### config.mk
export PLATFORM = sky130hd
export DESIGN_NAME = parity_frame_seq
export DESIGN_NICKNAME = d
export VERILOG_FILES = /design/src/rtl/parity_frame_seq.sv
export SDC_FILE = /design/constraint.sdc
export NUM_CORES = 1
export LEC_CHECK = 0
export ABC_AREA = 1
export ABC_CLOCK_PERIOD_IN_PS = 1200
export BUFFER_PORTS_ARGS = -buffer_cell sky130_fd_sc_hd__buf_2
export CELL_PAD_IN_SITES_DETAIL_PLACEMENT = 1
export CELL_PAD_IN_SITES_GLOBAL_PLACEMENT = 2
export CORE_UTILIZATION = 25
export CTS_BUF_LIST = sky130_fd_sc_hd__clkbuf_16
export DETAILED_ROUTE_END_ITERATION = 10
export HOLD_SLACK_MARGIN = 0.12
export MAX_ROUTING_LAYER = met4
export PLACE_DENSITY_LB_ADDON = 0.08
export REMOVE_ABC_BUFFERS = 1
export SYNTH_ARGS = -nofsm -noshare
export SYNTH_HDL_FRONTEND = slang
export SYNTH_SLANG_ARGS = --single-unit
export TNS_END_PERCENT = 100
### constraint.sdc
create_clock -name clk -period 1.2 [get_ports clk]
set_input_delay 0.06 -clock clk [delete_from_list [all_inputs] [get_ports clk]]
set_output_delay 0.06 -clock clk [all_outputs]
set_load 0.02 [all_outputs]
### src/rtl/parity_frame_seq.sv
// parity_frame_seq
//   Takes parallel words on a valid/ready handshake and shifts each one out
//   LSB first, one bit per clock, followed by a single parity trailer bit.
//   The frame markers feed the downstream serial parity logic. The parity of
//   each completed frame is also reported in parallel.
//
//   Ports
//     clk        rising-edge clock
//     rst        asynchronous active-high reset
//     in_data    word to transmit, captured on handshake
//     in_valid   in_data valid
//     in_ready   a word can be accepted this cycle (comb, from state only)
//     ser_x      serial bit: payload bits, then the parity trailer
//     ser_en     ser_x carries a bit this cycle
//     ser_sof    ser_x is payload bit 0 of a frame
//     ser_pbit   ser_x is the parity trailer
//     par_bit    parity of the last completed frame, held until the next one
//     par_valid  one-cycle pulse when par_bit is updated
//     busy       sequencer is not idle
module parity_frame_seq #(
  parameter int DATA_W     = 8,
  parameter bit PARITY_ODD = 1'b0
) (
  input  logic              clk,
  input  logic              rst,
  input  logic [DATA_W-1:0] in_data,
  input  logic              in_valid,
  output logic              in_ready,
  output logic              ser_x,
  output logic              ser_en,
  output logic              ser_sof,
  output logic              ser_pbit,
  output logic              par_bit,
  output logic              par_valid,
  output logic              busy
);

  localparam int CW = (DATA_W > 1) ? $clog2(DATA_W) : 1;
  localparam logic [CW-1:0] LAST = CW'(DATA_W - 1);

  typedef enum logic [1:0] {IDLE, SHIFT, TRAIL} state_t;

  state_t            state, state_n;
  logic [CW-1:0]     cnt, cnt_n;
  logic [DATA_W-1:0] sreg, sreg_n;
  logic              acc, acc_n;
  logic              take;

  // Serial outputs for the coming cycle, derived from the next-state values
  // so the registered outputs line up with the state they describe.
  logic              x_n, en_n, sof_n, pbit_n;

  assign in_ready = (state == IDLE) || (state == TRAIL);
  assign take     = in_valid && in_ready;

  always_comb begin
    state_n = state;
    cnt_n   = cnt;
    sreg_n  = sreg;
    acc_n   = acc;
    case (state)
      IDLE: begin
        if (take) begin
          state_n = SHIFT;
          sreg_n  = in_data;
          cnt_n   = '0;
          acc_n   = 1'b0;
        end
      end
      SHIFT: begin
        acc_n  = acc ^ sreg[0];
        sreg_n = sreg >> 1;
        if (cnt == LAST) state_n = TRAIL;
        else             cnt_n   = cnt + 1'b1;
      end
      TRAIL: begin
        // A handshake here restarts immediately: no gap cycle between frames.
        if (take) begin
          state_n = SHIFT;
          sreg_n  = in_data;
          cnt_n   = '0;
          acc_n   = 1'b0;
        end else begin
          state_n = IDLE;
        end
      end
      default: state_n = IDLE;
    endcase
  end

  always_comb begin
    x_n    = 1'b0;
    en_n   = 1'b0;
    sof_n  = 1'b0;
    pbit_n = 1'b0;
    case (state_n)
      SHIFT: begin
        x_n   = sreg_n[0];
        en_n  = 1'b1;
        sof_n = (cnt_n == '0);
      end
      TRAIL: begin
        x_n    = acc_n ^ PARITY_ODD;
        en_n   = 1'b1;
        pbit_n = 1'b1;
      end
      default: ;
    endcase
  end

  always_ff @(posedge clk or posedge rst) begin
    if (rst) begin
      state     <= IDLE;
      cnt       <= '0;
      sreg      <= '0;
      acc       <= 1'b0;
      ser_x     <= 1'b0;
      ser_en    <= 1'b0;
      ser_sof   <= 1'b0;
      ser_pbit  <= 1'b0;
      busy      <= 1'b0;
      par_bit   <= 1'b0;
      par_valid <= 1'b0;
    end else begin
      state     <= state_n;
      cnt       <= cnt_n;
      sreg      <= sreg_n;
      acc       <= acc_n;
      ser_x     <= x_n;
      ser_en    <= en_n;
      ser_sof   <= sof_n;
      ser_pbit  <= pbit_n;
      busy      <= (state_n != IDLE);
      // TRAIL always lasts exactly one cycle, so being in it means leaving it.
      par_valid <= (state == TRAIL);
      if (state == TRAIL) par_bit <= acc ^ PARITY_ODD;
    end
  end

endmodule
## Yosys cells after proc, flatten, opt, wreduce, memory -nomap -nowiden

Cells that the tools add are included.

| storage, ports and cells | value |
|---|---|
| bits in registers | 21 |
| bits in latches | 0 |
| RAM bits | 0 |
| memory bits (read-only) | 0 |
| memories kept | 0 |

| operators by class | value |
|---|---|
| add/subtract/negate cells | 1 |
| multipliers | 0 |
| divide/modulo/power cells | 0 |
| order comparisons | 0 |
| eq/ne operators | 6 |
| shift-type cells | 0 |
| muxes and demuxes | 15 |
| bitwise operators | 1 |
| reductions and logical operators | 9 |

Operators with widths:

| cell | number |
|---|---|
| case mux 8 bit (2 select lines) | 1 |
| two-way mux 8 bit | 1 |
| two-way mux 3 bit | 2 |
| case mux 2 bit (3 select lines) | 1 |
| case mux 3 bit (2 select lines) | 1 |
| two-way mux 1 bit | 5 |
| equality test 2 x 1 -> 1 bit, second input constant | 2 |
| equality test 2 bit, second input constant | 2 |
| two-way mux 2 bit | 2 |
| case mux 1 bit (2 select lines) | 2 |
| nonzero test 2 bit | 2 |
| OR reduction 2 bit | 2 |
| adder 3 x 1 -> 3 bit, second input constant | 1 |
| equality test 3 bit, second input constant | 1 |
| logical NOT 3 bit | 1 |
| logical NOT 2 bit | 1 |
| != test 2 x 1 -> 1 bit, second input constant | 1 |
| AND reduction 2 bit | 1 |
| logical AND 1 bit | 1 |
| logical OR 1 bit | 1 |
| XOR 1 bit | 1 |

## Longest topological paths before layout

Gate-level depths: netlist (run 1).

| logic depth | value |
|---|---|
| word-level depth | 8 |
| mapped depth | 7 |

## Least setup slack after synthesis (run 1)

Ideal clock, no wire load.

| timing path | value |
|---|---|
| path type | reg2reg |
| start | register state[0] |
| end | register sreg[1] |
| data arrival time | 0.933 ns |
| required time | 1.076 ns |
| path slack | 0.143 ns |
| cell stages (with the launch flop) | 7 |
| path buffers | 0 |
| clock period less this slack | 1.057 ns |
| path through | dfrtp_1 > inv_4 > nand2_4 > nand2_1 > inv_2 > nand2_1 > nand3_1 |

| between the ends | value |
|---|---|
| cells in the longest elaborated chain, start to end | 5 |
| elaborated cells on any way between the ends | 10 |
| those cells by class | eq/ne: 3; mux: 1; reduce/logical: 6 |

RTL lines:

| what | line | RTL |
|---|---|---|
| from (decl) | 43 | `state_t state, state_n;` |
| from (signal assigned) | 125 | `state <= state_n;` |
| equality test 2 bit / logical NOT 2 bit (equally long branches) | 53 | `assign in_ready = (state == IDLE) \|\| (state == TRAIL);` |
| logical OR 1 bit (*) | 53 |  |
| net in_ready | 28 | `output logic in_ready,` |
| logical AND 1 bit (*) | 54 | `assign take = in_valid && in_ready;` |
| != test 2 x 1 -> 1 bit (no line) (*) | - |  |
| AND reduction 2 bit (no line) (*) | - |  |
| to (signal assigned) | 127 | `sreg <= sreg_n;` |
| to (decl) | 45 | `logic [DATA_W-1:0] sreg, sreg_n;` |

The timed path passes the listed nets; every way through them passes the cells marked *.
A chain may end at the register's enable or synchronous reset.

## Worst setup path after layout (run 1)

| timing path | value |
|---|---|
| start | register state[0] |
| end | register sreg[6] |

| between the ends | value |
|---|---|
| cells in the longest elaborated chain, start to end | 5 |
| elaborated cells on any way between the ends | 10 |
| those cells by class | eq/ne: 3; mux: 1; reduce/logical: 6 |

RTL lines:

| what | line |
|---|---|
| equality test 2 bit / logical NOT 2 bit (equally long branches) | 53, 61 |
| logical OR 1 bit | 53 |
| logical AND 1 bit | 54 |
| != test 2 x 1 -> 1 bit (no line) | - |
| AND reduction 2 bit (no line) | - |

Several ways; a longest one is shown, not always the timed one.

==> results.sh, run 1 <==
export IMPL_worstPathCellList="inv_4 -> nand2_4 -> clkinvlp_4 -> nand2_1 -> nand3_1"
export IMPL_finalPower_mw=3.140
export IMPL_coreArea_um2=3337
export IMPL_crit_fanout=8
export IMPL_grt_max_degree=21
export IMPL_synthArstFlopShare_pct=100.0
export IMPL_fillers=405
export IMPL_whs_ns=0.1666
export IMPL_endpoint_kind="flip-flop"
export IMPL_hold_viol=0
export IMPL_cts_root_buf="clkbuf_16"
export IMPL_slowest_delay_ns=0.41
export IMPL_gp_congestion=0.7684
export IMPL_dieArea_um2=3734
export IMPL_syn_area_per_cell_um2=9.291
export IMPL_required_ns=1.33
export IMPL_cts_max_level=1
export IMPL_yosysTopAreaCell="dfrtp_1"
export IMPL_die_height_um=61.11
export IMPL_path_clk_slew_ns=0.06
export IMPL_initial_core_util_pct=26.17
export IMPL_drt_iter0_markers=20
export IMPL_cts_buffer_depth=2
export IMPL_synth_main_ff_cell="dfrtp_1"
export IMPL_yosysMostFrequentCell="nand2_1"
export IMPL_cts_buffers_inserted=3
export IMPL_avgRoutedWirePerCell_um=11.32
export IMPL_yosysSeqAreaShare_pct=57.31
export IMPL_diodes=0
export IMPL_largest_register_ffs=8
export IMPL_skew_ns=0.003010
export IMPL_critical_path_top_delay_family="flip-flops"
export IMPL_hold_path_class="primary input to flip-flop"
export IMPL_grt_pass1_vias=745
export IMPL_io_buffers=18
export IMPL_multi_input_comb_area_um2=327.8
export IMPL_regArea_um2=501.7
export IMPL_synth_cell_type_count=17
export IMPL_largest_register="sreg"
export IMPL_drc=0
export IMPL_tns_ns=0
export IMPL_tightest_slew_ns=0.2681
export IMPL_yosysTopAreaCellShare_pct=57.31
export IMPL_synthCells=94
export IMPL_num_vias=735
export IMPL_cp_data_arrival_time_ns=1.24
export IMPL_cts_tree="done"
export IMPL_critPathSlowestCell="dfrtp_2"
export IMPL_finalCriticalPeriod_ns=1.108
export IMPL_ys_ff_latch=20
export IMPL_synth_top_cells_by_count="nand2_1, dfrtp_1, nand3_1"
export IMPL_utilization_pct=36.48
export IMPL_fin_ws_ns=0.09226
export IMPL_drt_first_pass_iters=4
export IMPL_drv_slew=0
export IMPL_maxClockFrequency_mhz=902.7
export IMPL_cts_sinks=20
export IMPL_antenna_found_initial=0
export IMPL_grt_ovfl_total=0
export IMPL_leakage_nw=0.6368
export IMPL_vias_per_cell=4.224
export IMPL_ff2ff_setup_slack_ns=0.09
export IMPL_finalSetupViolCount=0
export IMPL_grt_util_all_layers_pct=13.31
export IMPL_irDropWorstVdd_mv=0.6095
export IMPL_rows=21
export IMPL_max_cap_violations=0
export IMPL_drt_wl_total_um=1970
export IMPL_io_pins=19
export IMPL_drive_above_1_share_pct=31.25
export IMPL_crit_path_start_kind="flip-flop"
export IMPL_ant_nets=0
export IMPL_synthTopCellsByArea="dfrtp_1, nand2_1, nand3_1"
export IMPL_synth_edff_count=0
export IMPL_syn_area_um2=873.3
export IMPL_hpwl_um=1444
export IMPL_area_growth_pct=39.40
export IMPL_rsz0062_at_grt="false"
export IMPL_insertion_delay_ns=0.25
export IMPL_slew_headroom_pct=82.13
export IMPL_crit_buf_inv=2
export IMPL_p_per_area_nw_per_um2=2580
export IMPL_timing_final_crit_share_pct=92.31
export IMPL_top_regs="sreg (8), cnt (3), state (2)"
export IMPL_outcome="completed"
export IMPL_grt_pass1_wl_um=3381
export IMPL_die_x_um=61.11
export IMPL_yosysWarnings=0
export IMPL_final_nets=141
export IMPL_critical_path_class="flip-flop to flip-flop"
export IMPL_pre_cts_ws_ns=0.006496
## final cells by class
cell class	count	area share [%]
clock buffers	3	6.166
clock inverters	1	0.3083
repair buffers	31	17.06
multi-input cells	63	26.93
flip-flops and latches	20	41.21
well taps	46	4.728
inverters	10	3.597
## timing repair
item | 4_1_cts | 5_1_grt
setup buffers | 0 | 1
endpoints found under the setup margin | 1 | 9
resized for setup | 2 | 3
endpoints found under the hold margin | 27 | 0
hold buffers | 8 | 0
## stage by stage
stage,instances,instance area (um^2)
2_1_floorplan,93,865.8
3_3_place_gp,161,1044
3_5_place_dp,161,1044
4_1_cts,173,1207
5_1_grt,174,1217
6_report,174,1217
## tightest hold or removal path, delay by kind of cell
family	cells	cell delay, ns
buf+inv	1	0.11
simple gates	2	0.21
## cells in the final DEF, fill, tap and decap left out, drive strengths merged
cell	count
dlygate4sd3	8
nand4	2
inv	9
clkinv	1
a21oi	1
buf	23
ha	1
nand3	15
clkbuf	3
clkinvlp	1
o21ai	1
dfrtp	20
nor2	7
nand2	36
## final timing paths
kind	start	endpoint	cells past startpoint
min in group asynchronous	rst	sreg[2]	4
worst min register to register	sreg[7]	sreg[7]	2
max in group asynchronous	rst	state[0]	4
worst min-delay path	in_valid	state[0]	3
worst max-delay path	state[0]	sreg[6]	5
worst max register to register	state[0]	sreg[6]	5
## power breakdown
part | internal [mW] | switching [mW] | leakage (nW)
sequential | 0.960 | 0.154 | 0.251
clock | 0.444 | 0.249 | 0.0385
combinational | 0.499 | 0.835 | 0.348
total | 1.90 | 1.24 | 0.637
## cell families (layout without fill, tap and decap cells)
family | after synthesis | after routing | share of synthesized area (%)
flip-flops | 20 | 20 | 57.31
AO/OA/AOI/OAI | 2 | 2 | 1.145
AND/OR/NAND/NOR | 60 | 60 | 34.67
adder cells (fa/ha/maj) | 1 | 1 | 1.432
buffers and inverters | 11 | 45 | 5.445
## routing by layer
metal  vias to the layer above  routed length [um]  part of all wire (%)  track usage, %
met5                         -                   0                     0               -
met3                         4                  66                   3.4           2.521
met4                         0                  50                   2.5           7.792
met2                        15                 918                    47           19.72
met1                       353                 934                    47           16.84
li1                        363                   -                     -               -
Note: power is estimated with default switching activity, not from simulation.
==> inputs of run 2 (changes only) <==
--- a/config.mk
+++ b/config.mk
@@ -8,6 +8,7 @@
 export ABC_AREA = 1
 export ABC_CLOCK_PERIOD_IN_PS = 1200
 export BUFFER_PORTS_ARGS = -buffer_cell sky130_fd_sc_hd__buf_2
+export CAP_MARGIN = 10
 export CELL_PAD_IN_SITES_DETAIL_PLACEMENT = 1
 export CELL_PAD_IN_SITES_GLOBAL_PLACEMENT = 2
 export CORE_UTILIZATION = 25
@@ -16,6 +17,7 @@
 export HOLD_SLACK_MARGIN = 0.12
 export MAX_ROUTING_LAYER = met4
 export PLACE_DENSITY_LB_ADDON = 0.08
+export RECOVER_POWER = 25
 export REMOVE_ABC_BUFFERS = 1
 export SYNTH_ARGS = -nofsm -noshare
 export SYNTH_HDL_FRONTEND = slang
==> results.sh, run 2 (same netlist as run 1, synthesis figures left out) <==
export IMPL_outcome="completed"
export IMPL_leakage_nw=0.6362
export IMPL_coreArea_um2=3337
export IMPL_cts_tree="done"
export IMPL_cts_buffer_depth=2
export IMPL_endpoint_kind="flip-flop"
export IMPL_tightest_slew_ns=0.5162
export IMPL_largest_register_ffs=8
export IMPL_slowest_delay_ns=0.41
export IMPL_num_vias=735
export IMPL_finalCriticalPeriod_ns=1.108
export IMPL_die_x_um=61.11
export IMPL_critical_path_class="flip-flop to flip-flop"
export IMPL_maxClockFrequency_mhz=902.7
export IMPL_p_per_area_nw_per_um2=2584
export IMPL_area_growth_pct=39.11
export IMPL_hold_viol=0
export IMPL_gp_congestion=0.7684
export IMPL_drt_first_pass_iters=4
export IMPL_slew_headroom_pct=65.59
export IMPL_mostFrequentLayoutCells="nand2_1, dfrtp_1, buf_2"
export IMPL_antenna_found_initial=0
export IMPL_cts_root_buf="clkbuf_16"
export IMPL_max_cap_violations=0
export IMPL_worstPathCellList="inv_4 -> nand2_4 -> clkinvlp_4 -> nand2_1 -> nand3_1"
export IMPL_vias_per_cell=4.224
export IMPL_io_pins=19
export IMPL_critPathSlowestCell="dfrtp_2"
export IMPL_drv_slew=0
export IMPL_io_buffers=18
export IMPL_rows=21
export IMPL_irDropWorstVdd_mv=0.6095
export IMPL_fillers=406
export IMPL_rsz0062_at_grt="false"
export IMPL_cts_buffers_inserted=3
export IMPL_cts_max_level=1
export IMPL_final_nets=141
export IMPL_finalSetupViolCount=0
export IMPL_final_common_cell="nand2_1"
export IMPL_diodes=0
export IMPL_largest_register="sreg"
export IMPL_skew_ns=0.003010
export IMPL_grt_pass1_vias=745
export IMPL_insertion_delay_ns=0.25
export IMPL_grt_max_degree=21
export IMPL_drc=0
export IMPL_initial_core_util_pct=26.17
export IMPL_crit_fanout=8
export IMPL_drt_iter0_markers=20
export IMPL_dieArea_um2=3734
export IMPL_fin_cells=174
export IMPL_hpwl_um=1444
export IMPL_post_place_cells=161
export IMPL_grt_util_all_layers_pct=13.31
export IMPL_ant_nets=0
export IMPL_hold_path_class="primary input to flip-flop"
export IMPL_avgRoutedWirePerCell_um=11.31
export IMPL_grt_ovfl_total=0
export IMPL_cts_sinks=20
export IMPL_drt_wl_total_um=1968
export IMPL_timing_final_crit_share_pct=92.31
export IMPL_drive_above_1_share_pct=31.25
export IMPL_cp_data_arrival_time_ns=1.24
export IMPL_required_ns=1.33
export IMPL_top_regs="sreg (8), cnt (3), state (2)"
export IMPL_grt_pass1_wl_um=3381
export IMPL_path_clk_slew_ns=0.06
export IMPL_die_height_um=61.11
export IMPL_crit_path_start_kind="flip-flop"
export IMPL_tns_ns=0
[run 2: worst paths after layout]
path | from | end | slack, ns | cells after the start
max | state[0] | sreg[6] | 0.09 | 5
max reg2reg | state[0] | sreg[6] | 0.09 | 5
min | in_valid | state[0] | 0.17 | 3
min in group asynchronous | rst | sreg[2] | 0.48 | 4
min reg2reg | sreg[7] | sreg[7] | 0.47 | 2
max in group asynchronous | rst | state[0] | 0.35 | 4
[run 2: per-stage QoR]
stage	utilization, %	hold WS (ns)	area (um^2)	total power [mW]	worst slack (ns)
floorplan	-	0.02383	865.8	2.017	0.1427
global placement	31.27	0.1034	1044	2.412	0.003608
detailed placement	31.27	0.1157	1044	2.431	0.006496
CTS	36.18	0.1655	1207	3.165	0.04353
global route	36.41	0.1827	1215	3.425	0.006637
finish	36.41	0.1666	1215	3.140	0.09226
[run 2: where the power goes]
part           internal [mW]  switching, mW  total, mW  leakage [nW]
combinational          0.498          0.835       1.33         0.347
clock                  0.444          0.249      0.693        0.0385
sequential             0.960          0.154       1.11         0.251
total                   1.90           1.24       3.14         0.636
[run 2: critical path, delay by kind of cell, from the launching register on]
family,cells,cell delay [ns]
buf+inv,2,0.26
flops,1,0.41
simple gates,3,0.32
[run 2: area by class of cell]
cell class / instances / area [um^2] / share of cell area (%)
clock buffers: 3 / 75.07 / 6.179
flip-flops and latches: 20 / 501.7 / 41.30
clock inverters: 1 / 3.754 / 0.3090
multi-input cells: 63 / 327.8 / 26.98
well taps: 46 / 57.56 / 4.737
repair buffers: 31 / 205.2 / 16.89
inverters: 10 / 43.79 / 3.605
[run 2: what timing repair did]
| action | in CTS | in global routing |
|---|---|---|
| buffers inserted | 0 | 1 |
| hold buffers | 8 | 0 |
| gates resized for setup | 2 | 3 |
| endpoints found under the hold margin | 27 | 0 |
| setup endpoints to repair | 1 | 9 |
| pin swaps | 0 | 0 |
[run 2: layer usage]
metal  wire [um]  GRT usage, %  vias up  part of all wire, %
met5           0             -        -                    0
li1            -             -      363                    -
met4          50         7.792        0                  2.5
met2         918         19.72       15                   47
met1         934         16.84      353                   47
met3          66         2.521        4                  3.4
==> inputs of run 3 (changes only) <==
==> constraint.sdc (replaced) <==
create_clock -name clk -period 1.2 [get_ports clk]
set_input_delay 0.06 -clock clk [delete_from_list [all_inputs] [get_ports clk]]
set_output_delay 0.06 -clock clk [all_outputs]
set_load 0.1 [all_outputs]
==> results.sh, run 3 (same netlist as run 1, synthesis figures left out) <==
export IMPL_drc=0
export IMPL_fin_area_um2=1234
export IMPL_maxClockFrequency_mhz=899.6
export IMPL_cts_max_level=1
export IMPL_drt_iter0_markers=26
export IMPL_grt_pass1_vias=766
export IMPL_fin_cells=173
export IMPL_drt_wl_total_um=1987
export IMPL_io_pins=19
export IMPL_insertion_delay_ns=0.25
export IMPL_crit_start="state[1]"
export IMPL_r2r_start="state[1]"
export IMPL_io_buffers=18
export IMPL_path_clk_slew_ns=0.05
export IMPL_die_height_um=61.11
export IMPL_cts_sinks=20
export IMPL_diodes=0
export IMPL_fin_ws_ns=0.08843
export IMPL_worstPathCellList="buf_4 -> nor2_8 -> nand2_4 -> nand2_4 -> nand3_2 -> nor2_2"
export IMPL_hold_path_startpoint="in_data[0]"
export IMPL_grt_max_degree=21
export IMPL_whs_ns=0.1792
export IMPL_rows=21
export IMPL_post_cts_buffers=0
export IMPL_drt_first_pass_iters=4
export IMPL_endpoint_kind="flip-flop"
export IMPL_drv_slew=0
export IMPL_antenna_found_initial=0
export IMPL_finalSetupViolCount=0
export IMPL_final_common_cell="nand2_1"
export IMPL_slowest_delay_ns=0.38
export IMPL_critPathSlowestCell="dfrtp_1"
export IMPL_hold_path_class="primary input to flip-flop"
export IMPL_cp_data_arrival_time_ns=1.30
export IMPL_max_cap_violations=0
export IMPL_initial_core_util_pct=26.17
export IMPL_cpMostUsedCell="nand2_4"
export IMPL_met3_usage_pct=2.521
export IMPL_crit_path_start_kind="flip-flop"
export IMPL_grt_pass1_wl_um=3450
export IMPL_finalPower_mw=3.721
export IMPL_pre_cts_ws_ns=0.05396
export IMPL_coreArea_um2=3337
export IMPL_place_area_um2=1059
export IMPL_utilization_pct=36.97
export IMPL_crit_buf_inv=1
export IMPL_skew_ns=0.001157
export IMPL_cts_buffer_depth=2
export IMPL_hold_viol=0
export IMPL_vias_per_cell=4.295
export IMPL_grt_util_all_layers_pct=13.46
export IMPL_crit_fanout=9
export IMPL_p_per_area_nw_per_um2=3016
export IMPL_rsz0062_at_grt="false"
export IMPL_hpwl_um=1380
export IMPL_irDropWorstVdd_mv=1.001
export IMPL_ant_nets=0
export IMPL_grt_met1_usage_pct=17.69
export IMPL_cts_tree="done"
export IMPL_avgRoutedWirePerCell_um=11.49
export IMPL_timing_final_crit_share_pct=92.63
export IMPL_outcome="completed"
export IMPL_cts_buffers_inserted=3
export IMPL_leakage_nw=0.6467
export IMPL_largest_register_ffs=8
export IMPL_largest_register="sreg"
export IMPL_slew_headroom_pct=64.89
export IMPL_use_met2_pct=20.19
export IMPL_top_regs="sreg (8), cnt (3), state (2)"
export IMPL_die_x_um=61.11
export IMPL_critical_path_top_delay_family="simple AND/OR/NAND/NOR gates"
export IMPL_required_ns=1.38
export IMPL_cts_root_buf="clkbuf_16"
export IMPL_tightest_slew_ns=0.5266
export IMPL_reg2reg_depth=6
export IMPL_finalCriticalPeriod_ns=1.112
export IMPL_holdPathStages=5
export IMPL_num_vias=743
export IMPL_dieArea_um2=3734
export IMPL_mostFrequentLayoutCells="nand2_1, dfrtp_1, buf_2"
export IMPL_area_growth_pct=41.26
export IMPL_grt_ovfl_total=0
export IMPL_tns_ns=0
export IMPL_gp_congestion=0.6843
export IMPL_critical_path_class="flip-flop to flip-flop"
export IMPL_cp_num_cells=6
export IMPL_top_usage_layer="met2"
export IMPL_post_place_cells=161
export IMPL_drive_above_1_share_pct=31.50
export IMPL_final_nets=141
## run 3: worst min-delay path: cells and delay by family
kind	cells	cell delay [ns]
AND/OR/NAND/NOR	3	0.21
buffers and inverters	2	0.12
## run 3: final cells by class
| cell class | count | area [um^2] |
|---|---|---|
| Timing Repair Buffer | 31 | 222.7 |
| Fill cell | 406 | 2103 |
| Inverter | 10 | 40.04 |
| Sequential cell | 20 | 500.5 |
| Tap cell | 46 | 57.56 |
| Clock buffer | 3 | 75.07 |
| Multi-Input combinational cell | 63 | 337.8 |
## run 3: metal layers
| metal | part of all wire (%) | routed length [um] |
|---|---|---|
| met3 | 2.6 | 52 |
| met2 | 46 | 908 |
| met1 | 50 | 987 |
| met4 | 2.0 | 39 |
| met5 | 0 | 0 |
## run 3: power by group
part | switching [mW] | total (mW) | internal [mW] | leakage, nW
combinational | 1.42 | 1.94 | 0.523 | 0.358
clock | 0.235 | 0.674 | 0.439 | 0.0370
sequential | 0.147 | 1.10 | 0.957 | 0.251
total | 1.80 | 3.72 | 1.92 | 0.647
## run 3: worst paths after layout
| kind | to | slack (ns) |
|---|---|---|
| worst max-delay path | ser_sof | 0.09 |
| worst min-delay path | sreg[0] | 0.18 |
| min in group asynchronous | sreg[2] | 0.48 |
| worst min register to register | sreg[3] | 0.48 |
| max in group asynchronous | ser_sof | 0.37 |
| worst max register to register | ser_sof | 0.09 |
## run 3: repair_timing
item                                    4_1_cts  5_1_grt
resized for setup                             0        5
endpoints found under the setup margin        0        3
hold buffers                                  9        0
hold endpoints to repair                     28        0
